## config.mk

```make
export PLATFORM = sky130hd
export DESIGN_NAME = ras_stack
export DESIGN_NICKNAME = d
export VERILOG_FILES = /design/src/rtl/ras_stack.sv
export SDC_FILE = /design/constraint.sdc
export NUM_CORES = 1
export LEC_CHECK = 0
export CAP_MARGIN = 20
export CORE_ASPECT_RATIO = 1.4
export CORE_MARGIN = 10
export CORE_UTILIZATION = 25
export CTS_BUF_LIST = sky130_fd_sc_hd__clkbuf_4
export DETAILED_ROUTE_END_ITERATION = 8
export GPL_ROUTABILITY_DRIVEN = 0
export PLACE_DENSITY_LB_ADDON = 0.25
export SYNTH_ARGS = -nofsm -noshare
export SYNTH_HDL_FRONTEND = slang
export SYNTH_SLANG_ARGS = --single-unit
export TNS_END_PERCENT = 1
```

## constraint.sdc

```tcl
create_clock -name clk -period 12.3 [get_ports clk]
set_input_delay 1.23 -clock clk [delete_from_list [all_inputs] [get_ports clk]]
set_output_delay 1.23 -clock clk [all_outputs]
set_load 0.005 [all_outputs]
```

## src/rtl/ras_stack.sv

```systemverilog
// rtl/ras_stack.sv - multi-port circular return-address stack with checkpoint/restore
module ras_stack #(
  parameter int DATA  = 64,
  parameter int DEPTH = 8,
  parameter int PUSH  = 1,
  parameter int POP   = 1,
  parameter int CKPT  = 4,
  localparam int IW   = (CKPT > 1) ? $clog2(CKPT) : 1,
  localparam int PW   = $clog2(DEPTH)
) (
  input  logic                 clk,
  input  logic                 reset,
  input  logic                 flush_,
  input  logic [PUSH-1:0]      push_,
  input  logic [PUSH*DATA-1:0] wd,
  input  logic [POP-1:0]       pop_,
  output logic [POP*DATA-1:0]  rd,
  output logic [POP-1:0]       v,
  input  logic                 ckpt_,
  input  logic [IW-1:0]        ckpt_id,
  input  logic                 restore_,
  input  logic [IW-1:0]        restore_id,
  output logic [PW:0]          count,
  output logic                 full,
  output logic                 empty,
  output logic                 ovf
);

  localparam logic [PW:0] DEPTH_C = (PW+1)'(DEPTH);

  logic [DATA-1:0] mem [DEPTH];
  logic [PW-1:0]   ptr;
  logic [PW:0]     cnt;
  logic [PW-1:0]   ck_ptr [CKPT];
  logic [PW:0]     ck_cnt [CKPT];
  logic            ovf_q;

  logic [PW:0]     wnum, rnum, rn, c, nxt_cnt, rs_cnt;
  logic [PW-1:0]   base, nxt_ptr, rs_ptr;
  logic            wstop, rstop;

  // Lane counts: only the leading run of asserted (low) enables counts
  always_comb begin
    wnum  = '0;
    wstop = 1'b0;
    for (int i = 0; i < PUSH; i++) begin
      if (push_[i]) wstop = 1'b1;
      else if (!wstop) wnum = wnum + 1'b1;
    end
    rnum  = '0;
    rstop = 1'b0;
    for (int j = 0; j < POP; j++) begin
      if (pop_[j]) rstop = 1'b1;
      else if (!rstop) rnum = rnum + 1'b1;
    end
  end

  // Next pointer/count: pops clamp at empty, then pushes land in the freed slots;
  // a restore replaces the whole update with the saved pair
  always_comb begin
    rn     = (rnum > cnt) ? cnt : rnum;
    base   = ptr - rn[PW-1:0];
    c      = cnt - rn + wnum;
    rs_ptr = '0;
    rs_cnt = '0;
    if (int'(restore_id) < CKPT) begin
      rs_ptr = ck_ptr[restore_id];
      rs_cnt = ck_cnt[restore_id];
    end
    if (!restore_) begin
      nxt_ptr = rs_ptr;
      nxt_cnt = rs_cnt;
    end else begin
      nxt_ptr = base + wnum[PW-1:0];
      nxt_cnt = (c > DEPTH_C) ? DEPTH_C : c;
    end
  end

  // Read lanes: lane j shows the j-th entry below the top
  always_comb begin
    rd = '0;
    v  = '0;
    for (int j = 0; j < POP; j++) begin
      rd[j*DATA +: DATA] = mem[ptr - PW'(j + 1)];
      v[j]               = (cnt > (PW+1)'(j));
    end
  end

  assign count = cnt;
  assign full  = (cnt == DEPTH_C);
  assign empty = (cnt == '0);
  assign ovf   = ovf_q;

  // Entry storage: flush leaves contents alone, restore never rewinds data
  always_ff @(posedge clk) begin
    if (reset) begin
      for (int k = 0; k < DEPTH; k++) mem[k] <= '0;
    end else if (flush_ && restore_) begin
      for (int i = 0; i < PUSH; i++) begin
        if ((PW+1)'(i) < wnum) mem[base + PW'(i)] <= wd[i*DATA +: DATA];
      end
    end
  end

  // Pointer, count, overflow pulse and checkpoint slots
  always_ff @(posedge clk) begin
    if (reset || !flush_) begin
      ptr   <= '0;
      cnt   <= '0;
      ovf_q <= 1'b0;
      for (int k = 0; k < CKPT; k++) begin
        ck_ptr[k] <= '0;
        ck_cnt[k] <= '0;
      end
    end else begin
      ptr   <= nxt_ptr;
      cnt   <= nxt_cnt;
      ovf_q <= restore_ && (c > DEPTH_C);
      if (!ckpt_ && int'(ckpt_id) < CKPT) begin
        ck_ptr[ckpt_id] <= nxt_ptr;
        ck_cnt[ckpt_id] <= nxt_cnt;
      end
    end
  end

endmodule

```

==> flow_results.org, run 1 <==
** Die
- The floorplan step defined a die boundary enclosing 112000 sq um.
- The floorplan has 136 rows.
- In this run the vertical extent of the chip is 392 um.
- Initial cell density of the core :: 25.2%
- I/O pin count :: 147
- The die is 286 um wide.
- In this run the standard cell core region covers 98400 sq um.

** Synth
- Most used flip-flop cell after synthesis :: sky130_fd_sc_hd__edfxtp_1
- Number of warnings issued by yosys :: 0
- Largest area contributor in the netlist :: sky130_fd_sc_hd__edfxtp_1
- The synthesized netlist occupies a cell area of 24800 sq um.
- The synthesized design contains 548 register bits.
- In the synthesized netlist the async set-or-reset flop fraction comes to 0%.
- Sequential cells were found to cover 66.1% of the synthesized design area.
- Most common library cells after synthesis :: 540 x sky130_fd_sc_hd__edfxtp_1, 513 x sky130_fd_sc_hd__and2_1, 135 x sky130_fd_sc_hd__mux4_2
- The number of nets handed over by synthesis was 1579.
- Synth top area share :: 65.5%
- Synthesis instantiated 42 different standard cells from the library.
- Gate count of the mapped netlist :: 1492
- Each instance of the synthesized netlist takes up on average 16.6 sq um.
- Area contributors post-synth :: sky130_fd_sc_hd__edfxtp_1 65%, sky130_fd_sc_hd__and2_1 13%, sky130_fd_sc_hd__mux4_2 12%, sky130_fd_sc_hd__mux2_2 2.9%, sky130_fd_sc_hd__buf_2 0.77%
- Cell with the most instances after synthesis :: sky130_fd_sc_hd__edfxtp_1
- Post-synth EDFFs :: 540

** Timing
- Hold is met by 0.803 ns.
- Final Setup Violations :: 0
- Min cycle time layout :: 6.46 ns
- Period utilisation layout :: 52.5%
- The final-report hold violation count came to 0.
- Count of final max-slew check failures :: 0
- Maximum operating frequency :: 155 MHz
- Remaining max-slew budget at the tightest pin :: 25.3%
- Unrepaired setup endpoints after global routing :: no
- Setup Total Neg Slack :: 0 ns
- On the final layout, the worst clock skew is 0.0584 ns.
- At the pin with the least slew margin, the transition time is 1.12 ns.

** Outcome
- Outcome :: completed

** Detailed routing
- Wires add up to 66.0 mm.
- Summed over all nets, wire length on met2 after detailed routing comes to 34.6 mm.
- Initial drt markers :: 731
- The routed layout has 13.3k vias.
- Wire length per cell :: 21.2 um
- Detailed-routed wire length on met3 :: 3.04 mm
- Signal routing reaches up to met5.
- After detailed routing, the wire length on met1 is 27.0 mm.
- The first TritonRoute pass finished after 4 iterations.
- Number of routed nets with antenna violations :: 0
- After detailed routing, the number of remaining DRC violations is 0.
- Mean number of vias per cell :: 4.26

** Layout
- Fraction of final layout cells with drive strength greater than 1 :: 26.2%
- Cells fill 29.9% of the core in the end.
- After routing the design area is 29400 sq um.
- After the last flow step, the layout net total stands at 1796.
- Synthesis-to-layout area growth :: 18.9%

** Worst setup path
- Worst setup EP type :: output pin
- Path type of the worst setup path :: flip-flop to output pin
- For the worst setup path, the data arrival time is 5.23 ns.
- In this run the worst path has a maximum fanout of 66.
- At the worst endpoint, the required time is 11.07 ns.
- Crit path launch type :: flip-flop

** Global route
- The first global-routing pass estimated 97.5 mm of wire.
- For this run, the total global-route usage over all layers was measured as 11.8%.
- The initial antenna violation count came to 11.
- Total gr overflow :: 0
- The number of global-route vias before repair was 14.6k.
- Entering global routing, the biggest net connects 67 pins.

** Clock tree
- TritonCTS clock tree :: yes
- The clock passes through at most 3 buffers.
- CTS built an H-tree with a depth of 4.
- Hold-fix buffers, CTS :: 0
- Clock insertion delay at the later pin of the skew report :: 0.98 ns
- For this design, the sink count on the clock tree is 548.
- Clock slew at reported path FFs :: 0.07 ns
- In this run the post-CTS setup repair buffer count came out at 0.
- Clock tree synthesis inserted a total of 141 buffers.
- In this run, post-CTS repair resized a total of 0 instances.
- CTS root buf :: sky130_fd_sc_hd__clkbuf_4

** Place
- The HPWL after detailed placement is 38.8 mm.
- Number of port buffers :: 146
- Placed cell area :: 27600 sq um

** Hold path
- Type of the most critical hold path :: flip-flop to flip-flop

** Job
- Max-cap violations in this run came to 0.

** Power
- The analysis attributes to cell leakage a power of 10.5 nW.
- Dividing total power by cell area gives a power density of 150 nW/um^2.
- IR analysis of the VDD net gives a maximum drop of 0.0000726 V.
==> kinds of logic after synthesis <==
logic type,synth area share [%]
flip-flops,66.1
multiplexers,15.2
other,0.0151
buffers and inverters,2.42
adder cells (fa/ha/maj),0.667
XOR/XNOR,0.470
AO/OA/AOI/OAI,0.308
AND/OR/NAND/NOR,14.8
==> sequential cells by signal (all words and copies together) (netlist names) <==
name	flops
ovf	1
count	4
ptr	3
ck_ptr	12
mem	512
ck_cnt	16
==> area by class of cell <==
class,count,area [sq um]
sequential,548,16400
multi-input combinational,834,7890
clock inverter,25,264
timing repair buffer,170,1660
antenna,6,15.0
fill,9915,68900
clock buffer,206,1550
tap,1311,1640
inverter,14,52.6
==> through the flow <==
| step | total power, mW | std cells | setup WS, ns |
|---|---|---|---|
| 2_1_floorplan | 2.52 | 1492 | 7.36 |
| 5_1_grt | 4.63 | 3110 | 5.44 |
| 3_3_place_gp | 2.84 | 2875 | 5.59 |
| 3_5_place_dp | 2.85 | 2876 | 5.58 |
| 6_report | 4.42 | 3114 | 5.84 |
| 4_1_cts | 4.51 | 3107 | 5.10 |
==> layer usage <==
metal | vias up | global-route usage (%)
met1 | 6851 | 13.5
met3 | 113 | 3.36
met4 | 12 | 3.82
met2 | 276 | 21.0
met5 | - | 0
li1 | 6027 | -
==> critical path: stages, from the launching register on <==
cell and delay, ns:
sky130_fd_sc_hd__dfxtp_4 0.33, sky130_fd_sc_hd__buf_4 0.17, sky130_fd_sc_hd__buf_16 0.32, sky130_fd_sc_hd__inv_1 0.16, sky130_fd_sc_hd__ha_4 1.01, sky130_fd_sc_hd__buf_4 0.96
sky130_fd_sc_hd__mux4_2 0.48, sky130_fd_sc_hd__mux2_2 0.30, sky130_fd_sc_hd__clkdlybuf4s50_1 0.47
==> where the power goes <==
| part | leakage [nW] | internal [mW] | switching, mW | total, mW |
|---|---|---|---|---|
| clock | 1.08 | 0.886 | 0.747 | 1.63 |
| sequential | 5.68 | 2.14 | 0.0231 | 2.16 |
| combinational | 3.71 | 0.306 | 0.320 | 0.626 |
==> cell usage in the layout, fill, tap and decap left out, types with 2 or more instances in the layout <==
cell and instances:
sky130_fd_sc_hd__a2bb2oi_1 2, sky130_fd_sc_hd__and2_1 513, sky130_fd_sc_hd__buf_4 23, sky130_fd_sc_hd__bufinv_16 6, sky130_fd_sc_hd__clkbuf_4 206, sky130_fd_sc_hd__clkdlybuf4s50_1 146
sky130_fd_sc_hd__clkinv_1 10, sky130_fd_sc_hd__clkinv_2 4, sky130_fd_sc_hd__clkinvlp_4 2, sky130_fd_sc_hd__dfxtp_1 7, sky130_fd_sc_hd__diode_2 6, sky130_fd_sc_hd__edfxtp_1 540
sky130_fd_sc_hd__fa_1 2, sky130_fd_sc_hd__ha_1 9, sky130_fd_sc_hd__inv_1 14, sky130_fd_sc_hd__inv_2 3, sky130_fd_sc_hd__mux2_2 64, sky130_fd_sc_hd__mux4_2 135
sky130_fd_sc_hd__nand2_1 21, sky130_fd_sc_hd__nand2b_1 4, sky130_fd_sc_hd__nand3_1 4, sky130_fd_sc_hd__nor2_1 33, sky130_fd_sc_hd__nor3_2 3, sky130_fd_sc_hd__nor3_4 5
sky130_fd_sc_hd__nor3b_1 4, sky130_fd_sc_hd__o21ai_0 2, sky130_fd_sc_hd__or2_4 8, sky130_fd_sc_hd__xnor2_1 4, sky130_fd_sc_hd__xnor2_2 2
==> path summary, 6_finish.rpt <==
| kind | from | endpoint | slack [ns] | cells past startpoint |
|---|---|---|---|---|
| worst max-delay path | ptr[0] | rd[12] | 5.84 | 8 |
| worst min-delay path | ck_cnt[1][1] | count[1] | 0.80 | 3 |
| worst max register to register | count[0] | mem[6][26] | 7.03 | 13 |
| worst min register to register | ck_cnt[1][1] | count[1] | 0.80 | 3 |
Note: power is estimated with default switching activity, not from simulation.
==> inputs of run 2 (changes only) <==
- clock period: 12.3 -> 6.5 ns (I/O delays scaled with it)
==> flow_results.org, run 2 (synthesized netlist as in run 1, its figures left out) <==
** Timing
- The final number of max-transition violations is 0.
- Maximum operating frequency :: 192 MHz
- Once routing completed, OpenROAD measured the worst setup slack at 1.29 ns.
- Unrepaired setup endpoints after global routing :: no
- Period utilisation layout :: 80.1%
- Setup violations remaining at the end of the flow were counted as 0.
- In this run the tightest slew margin relative to its limit is 27.5%.
- The final-report hold violation count was 0.
- Measured slew at the worst slew-check pin :: 1.09 ns
- For the finished layout, the period the worst path requires is 5.21 ns.
- Setup Total Neg Slack :: 0 ns
- Hold_ws :: 0.426 ns
- Across the routed clock network, the largest skew measured is 0.0497 ns.

** Worst setup path
- Required time of the worst setup path :: 5.85 ns
- Path type of the worst setup path :: flip-flop to output pin
- CP cell instances :: inv_1, ha_4, xor2_4, buf_4, mux2_2, clkdlybuf4s50_1
- Crit path launch type :: flip-flop
- The largest individual stage delay along the critical path comes from the cell sky130_fd_sc_hd__xor2_4.
- Worst setup EP type :: output pin
- Max incr delay on CP :: 0.84 ns
- Crit Path Max Fanout :: 26
- Arrival time worst endpoint :: 4.56 ns

** Place
- OpenSTA, run right after detailed placement, puts the worst setup slack at 1.49 ns.
- HPWL after detailed placement :: 38.1 mm
- Buffers placed on the I/O ports in this run total 146.

** Layout
- The largest registers in the layout are mem (512), ck_cnt (16), ck_ptr (12).
- From synthesis to final layout, the design area changed by 19.1%.
- The sequential cells in the finished layout cover a total of 16400 sq um.
- The library cell used most frequently in the layout, excluding fill and tap cells, is sky130_fd_sc_hd__edfxtp_1.
- Reg with most FFs :: mem
- The library cells used most frequently in the layout, excluding fill and tap cells, are 540 x sky130_fd_sc_hd__edfxtp_1, 513 x sky130_fd_sc_hd__and2_1, 195 x sky130_fd_sc_hd__clkbuf_4, 146 x sky130_fd_sc_hd__clkdlybuf4s50_1, 135 x sky130_fd_sc_hd__mux4_2.
- Final core utilization :: 30.0%
- The register with the most flip-flops in the layout has 512 of them.
- Multi-input logic area :: 7890 sq um
- Final net count :: 1796
- Filler cell count :: 9896
- Of the cells placed in the final design, the portion with a size suffix greater than 1 is 25.3%.

** Detailed routing
- Number of vias after detailed routing :: 13.4k
- Remaining routing DRC violations :: 0
- In the routed layout, each cell is associated on average with a via count of 4.31.
- After detailed routing, the average wire length per cell comes to 21.8 um.
- The pre-antenna-repair detailed-routing pass consisted of 7 iterations.
- The detailed router finished its first iteration with 886 violations.
- Number of routed nets with antenna violations :: 0
- The final layout contains routed wiring with a total length of 68.0 mm.

** Clock tree
- TritonCTS clock tree :: yes
- The root buffer cell chosen for the clock tree is sky130_fd_sc_hd__clkbuf_4.
- Hold-fix buffers, CTS :: 0
- Number of buffers inserted by post-CTS setup repair :: 0
- Counting along the longest clock path gives a buffer depth of 3.
- Clock slew at reported path FFs :: 0.06 ns
- The clock reaches the later pin of the worst-skew pair after 0.98 ns.
- The tree built by TritonCTS fans out to 548 sinks.
- Number of buffers added by the clock tree synthesis step :: 142
- The number of gates resized after CTS was 0.
- CTS H-tree depth :: 4

** Global route
- Entering global routing, the biggest net connects 107 pins.
- The initial antenna violation count was 13.
- Global routing finished with a remaining overflow of 0.
- The number of global-route vias before repair was 15.1k.
- The first global-routing pass estimated 99.6 mm of wire.
- Global routing consumed, over all layers together, 12.2% of the routing resources.

** Die
- Die Width :: 286 um
- Full die area :: 112000 sq um
- After floorplanning, the core was sized to cover 98400 sq um.
- In this run the vertical extent of the chip is 392 um.
- 147 I/O pins were placed.
- The floorplan has 136 rows.
- For this configuration, the core starts out at a cell density of 25.2%.

** Power
- Overall power of the completed layout :: 8.29 mW
- Power density cells :: 281 nW/um^2
- Across the VDD grid, the largest voltage drop is 0.000159 V.
- For this design the static power due to leakage is 10.5 nW.

** Hold path
- The tightest min-delay check is of the input pin to flip-flop type.

** Job
- The tool flagged a number of max-cap violations equal to 0.

** Outcome
- The flow ran to the end, and the final reports show no timing, DRC or antenna violations.
run 2: stage by stage:
stage          instances  cell area (sq um)
3_3_place_gp        2875              27700
6_report            3120              29500
2_1_floorplan       1492              24800
4_1_cts             3116              29500
3_5_place_dp        2875              27700
5_1_grt             3119              29500
run 2: path summary, 6_finish.rpt:
check        slack [ns]      endpoint  cells after the start          from
max                1.29         rd[0]                      6        ptr[0]
min                0.43  ck_ptr[3][1]                      2         ckpt_
max reg2reg        2.09    mem[2][43]                     12      count[0]
min reg2reg        0.79      count[0]                      3  ck_cnt[2][0]
run 2: critical path: cells and delay by family (launching register included):
| kind | cells | cell delay (ns) |
|---|---|---|
| flip-flops | 1 | 0.70 |
| buffers and inverters | 3 | 1.38 |
| XOR/XNOR | 1 | 0.84 |
| adder cells (fa/ha/maj) | 1 | 0.22 |
| multiplexers | 1 | 0.41 |
run 2: power by group:
part	leakage [nW]	internal, mW	switching [mW]	total [mW]
clock	1.04	1.58	1.42	3.00
sequential	5.68	4.04	0.0484	4.09
combinational	3.74	0.585	0.614	1.20
run 2: cell type report:
cell class / count / share of cell area [%]
inverters: 14 / 0.178
well taps: 1311 / 5.56
clock inverters: 47 / 1.10
clock buffers: 194 / 4.94
multi-input cells: 834 / 26.7
repair buffers: 169 / 5.92
diodes: 3 / 0.0255
flip-flops and latches: 548 / 55.5
run 2: layer usage:
layer,vias up,share of wire [%],track usage (%)
met3,140,4.9,3.16
met1,6920,40,13.6
met4,12,2.8,5.00
met5,-,0.11,0
li1,6029,-,-
met2,334,52,21.8
==> inputs of run 3 (changes only) <==
- clock period: 6.5 -> 4.35 ns (I/O delays scaled with it)
==> flow_results.org, run 3 (synthesized netlist as in run 1, its figures left out) <==
** Timing
- Count of final max-slew check failures :: 0
- Number of hold-slack violations in the final timing report :: 0
- Derived from the worst setup path, the maximum achievable clock frequency is 256 MHz.
- Measured slew at the worst slew-check pin :: 0.736 ns
- Setup violations remaining at the end of the flow were counted as 0.
- Adding up every negative setup slack in the final design gives 0 ns.
- Remaining max-slew budget at the tightest pin :: 50.4%
- Period utilisation layout :: 89.7%
- Setup repair after global routing left no endpoint under its margin.
- The worst path meets setup with 0.447 ns of slack.
- Min cycle time layout :: 3.90 ns
- Between clock sinks in the finished design, the worst skew comes to 0.0539 ns.

** Worst setup path
- The signal on the critical path passes through inv_1, ha_4, buf_4, mux4_2, mux2_2, clkdlybuf4s50_1.
- Max incr delay on CP :: 0.52 ns
- Crit path launch :: ptr[0]
- Data arrives at the worst endpoint at 3.47 ns.
- Worst reg2reg startpoint :: count[2]
- In this design, the largest share of critical-path delay is due to buffers and inverters.
- Path type of the worst setup path :: flip-flop to output pin
- The slowest stage of the critical path belongs to the cell sky130_fd_sc_hd__ha_4.
- The number of buffers and inverters on the critical path is 3.
- Crit path launch type :: flip-flop
- Crit Path Max Fanout :: 13
- Data on the critical path is required at its endpoint by 3.91 ns.
- Worst setup EP type :: output pin

** Die
- Area of the placeable core :: 98400 sq um
- Die Ht :: 392 um
- The die covers 112000 sq um.
- Std cell rows :: 136
- Pin placement for this block handled 147 I/O pins.
- For this configuration, the core starts out at a cell density of 25.2%.
- Die Width :: 286 um

** Global route
- Entering global routing, the biggest net connects 65 pins.
- Number of antenna violations at the first check in global routing :: 19
- The first global-routing pass estimated 104 mm of wire.
- The number of global-route vias before repair was 15.5k.
- For this run the aggregate overflow at the end of global routing stands at 0.
- Across every metal layer, demand over resource in global routing totals 12.8%.

** Hold path
- The startpoint identified for the worst hold timing path is ckpt_.
- Type of the most critical hold path :: input pin to flip-flop

** Clock tree
- CTS root buf :: sky130_fd_sc_hd__clkbuf_4
- Number of buffers added by the clock tree synthesis step :: 145
- After clock tree synthesis, the repair step resized 0 gates.
- Clock slew at reported path FFs :: 0.06 ns
- Clock insertion delay at the later pin of the skew report :: 1.02 ns
- Number of sinks driven by the clock tree :: 548
- CTS H-tree depth :: 4
- TritonCTS built the clock tree.
- Max Buffers Root-to-Sink :: 3
- Hold-fix buffers, CTS :: 0
- Number of buffers inserted by post-CTS setup repair :: 4

** Detailed routing
- Remaining routing DRC violations :: 0
- Initial drt markers :: 810
- Number of vias after detailed routing :: 13.8k
- Before antenna repair, the detailed router went through 5 iterations.
- After detailed routing, the average wire length per cell comes to 22.4 um.
- Final Routed Wirelength :: 71.1 mm
- In the routed layout, each cell is associated on average with a via count of 4.34.
- The count of nets left with antenna violations once routing finished came out at 0.

** Layout
- Fraction of final layout cells with drive strength greater than 1 :: 27.5%
- Registers with the most flip-flops :: mem (512), ck_cnt (16), ck_ptr (12)
- Leading cell types in the layout, fill and taps excluded :: 540 x sky130_fd_sc_hd__edfxtp_1, 513 x sky130_fd_sc_hd__and2_1, 195 x sky130_fd_sc_hd__clkbuf_4, 146 x sky130_fd_sc_hd__clkdlybuf4s50_1, 135 x sky130_fd_sc_hd__mux4_2
- The final layout contains 1850 nets.
- Synthesis-to-layout area growth :: 22.4%
- The finished cells cover 30300 sq um.
- Flip-flop count of the largest register after layout :: 512
- Final core utilization :: 30.8%
- Reg with most FFs :: mem
- Commonest non-fill, non-tap cell in the layout :: sky130_fd_sc_hd__edfxtp_1

** Job
- The tool flagged a number of max-cap violations equal to 0.

** Place
- HPWL after detailed placement :: 41.2 mm
- Buffers placed on the I/O ports in this run total 146.
- Prior to clock tree synthesis, the placed netlist has a worst setup slack of 0.0893 ns.
- Placed cell area :: 28500 sq um

** Power
- LEAKAGE :: 10.9 nW
- Power comes to 12.5 mW.
- For this design the ratio of total power to cell area is 414 nW/um^2.
- IR analysis of the VDD net gives a maximum drop of 0.000224 V.

** Outcome
- Outcome :: completed
==> run 3: changes by cell type in the layout (fill, tap and decap cells not counted), sizes merged <==
cell | before | now
clkinvlp | 3 | 0
buf | 22 | 74
inv | 17 | 16
clkinv | 36 | 35
diode | 3 | 10
==> run 3: cell type report <==
cell class	instances	area [sq um]
fill	9923	68000
tap	1311	1640
antenna	10	25.0
timing repair buffer	220	2570
multi-input combinational	834	7890
sequential	548	16400
inverter	14	52.6
clock inverter	42	300
clock buffer	195	1460
==> run 3: final timing paths <==
check	slack, ns	cells after the start	end
setup / recovery	0.45	6	rd[13]
hold / removal	0.19	2	ck_ptr[3][1]
setup reg to reg	0.63	12	mem[5][9]
hold reg to reg	0.79	3	count[1]
==> run 3: metal layers <==
metal | track usage [%] | share of wire (%) | wire, um | vias up
met3 | 3.33 | 5.4 | 3800 | 133
met1 | 14.7 | 40 | 28200 | 7111
li1 | - | - | - | 6151
met5 | 0 | 0.13 | 91 | -
met4 | 4.83 | 2.6 | 1840 | 14
met2 | 22.7 | 52 | 37100 | 376
==> run 3: per-stage QoR <==
step           hold WS, ns  cells
2_1_floorplan        0.620   1492
3_3_place_gp         0.757   2922
3_5_place_dp         0.767   2923
6_report             0.188   3174
4_1_cts             0.0303   3164
5_1_grt             0.0840   3171
==> run 3: report_power, final <==
| group | total (mW) | internal, mW | switching (mW) |
|---|---|---|---|
| sequential | 6.10 | 6.03 | 0.0647 |
| combinational | 1.93 | 0.974 | 0.953 |
| clock | 4.52 | 2.36 | 2.16 |
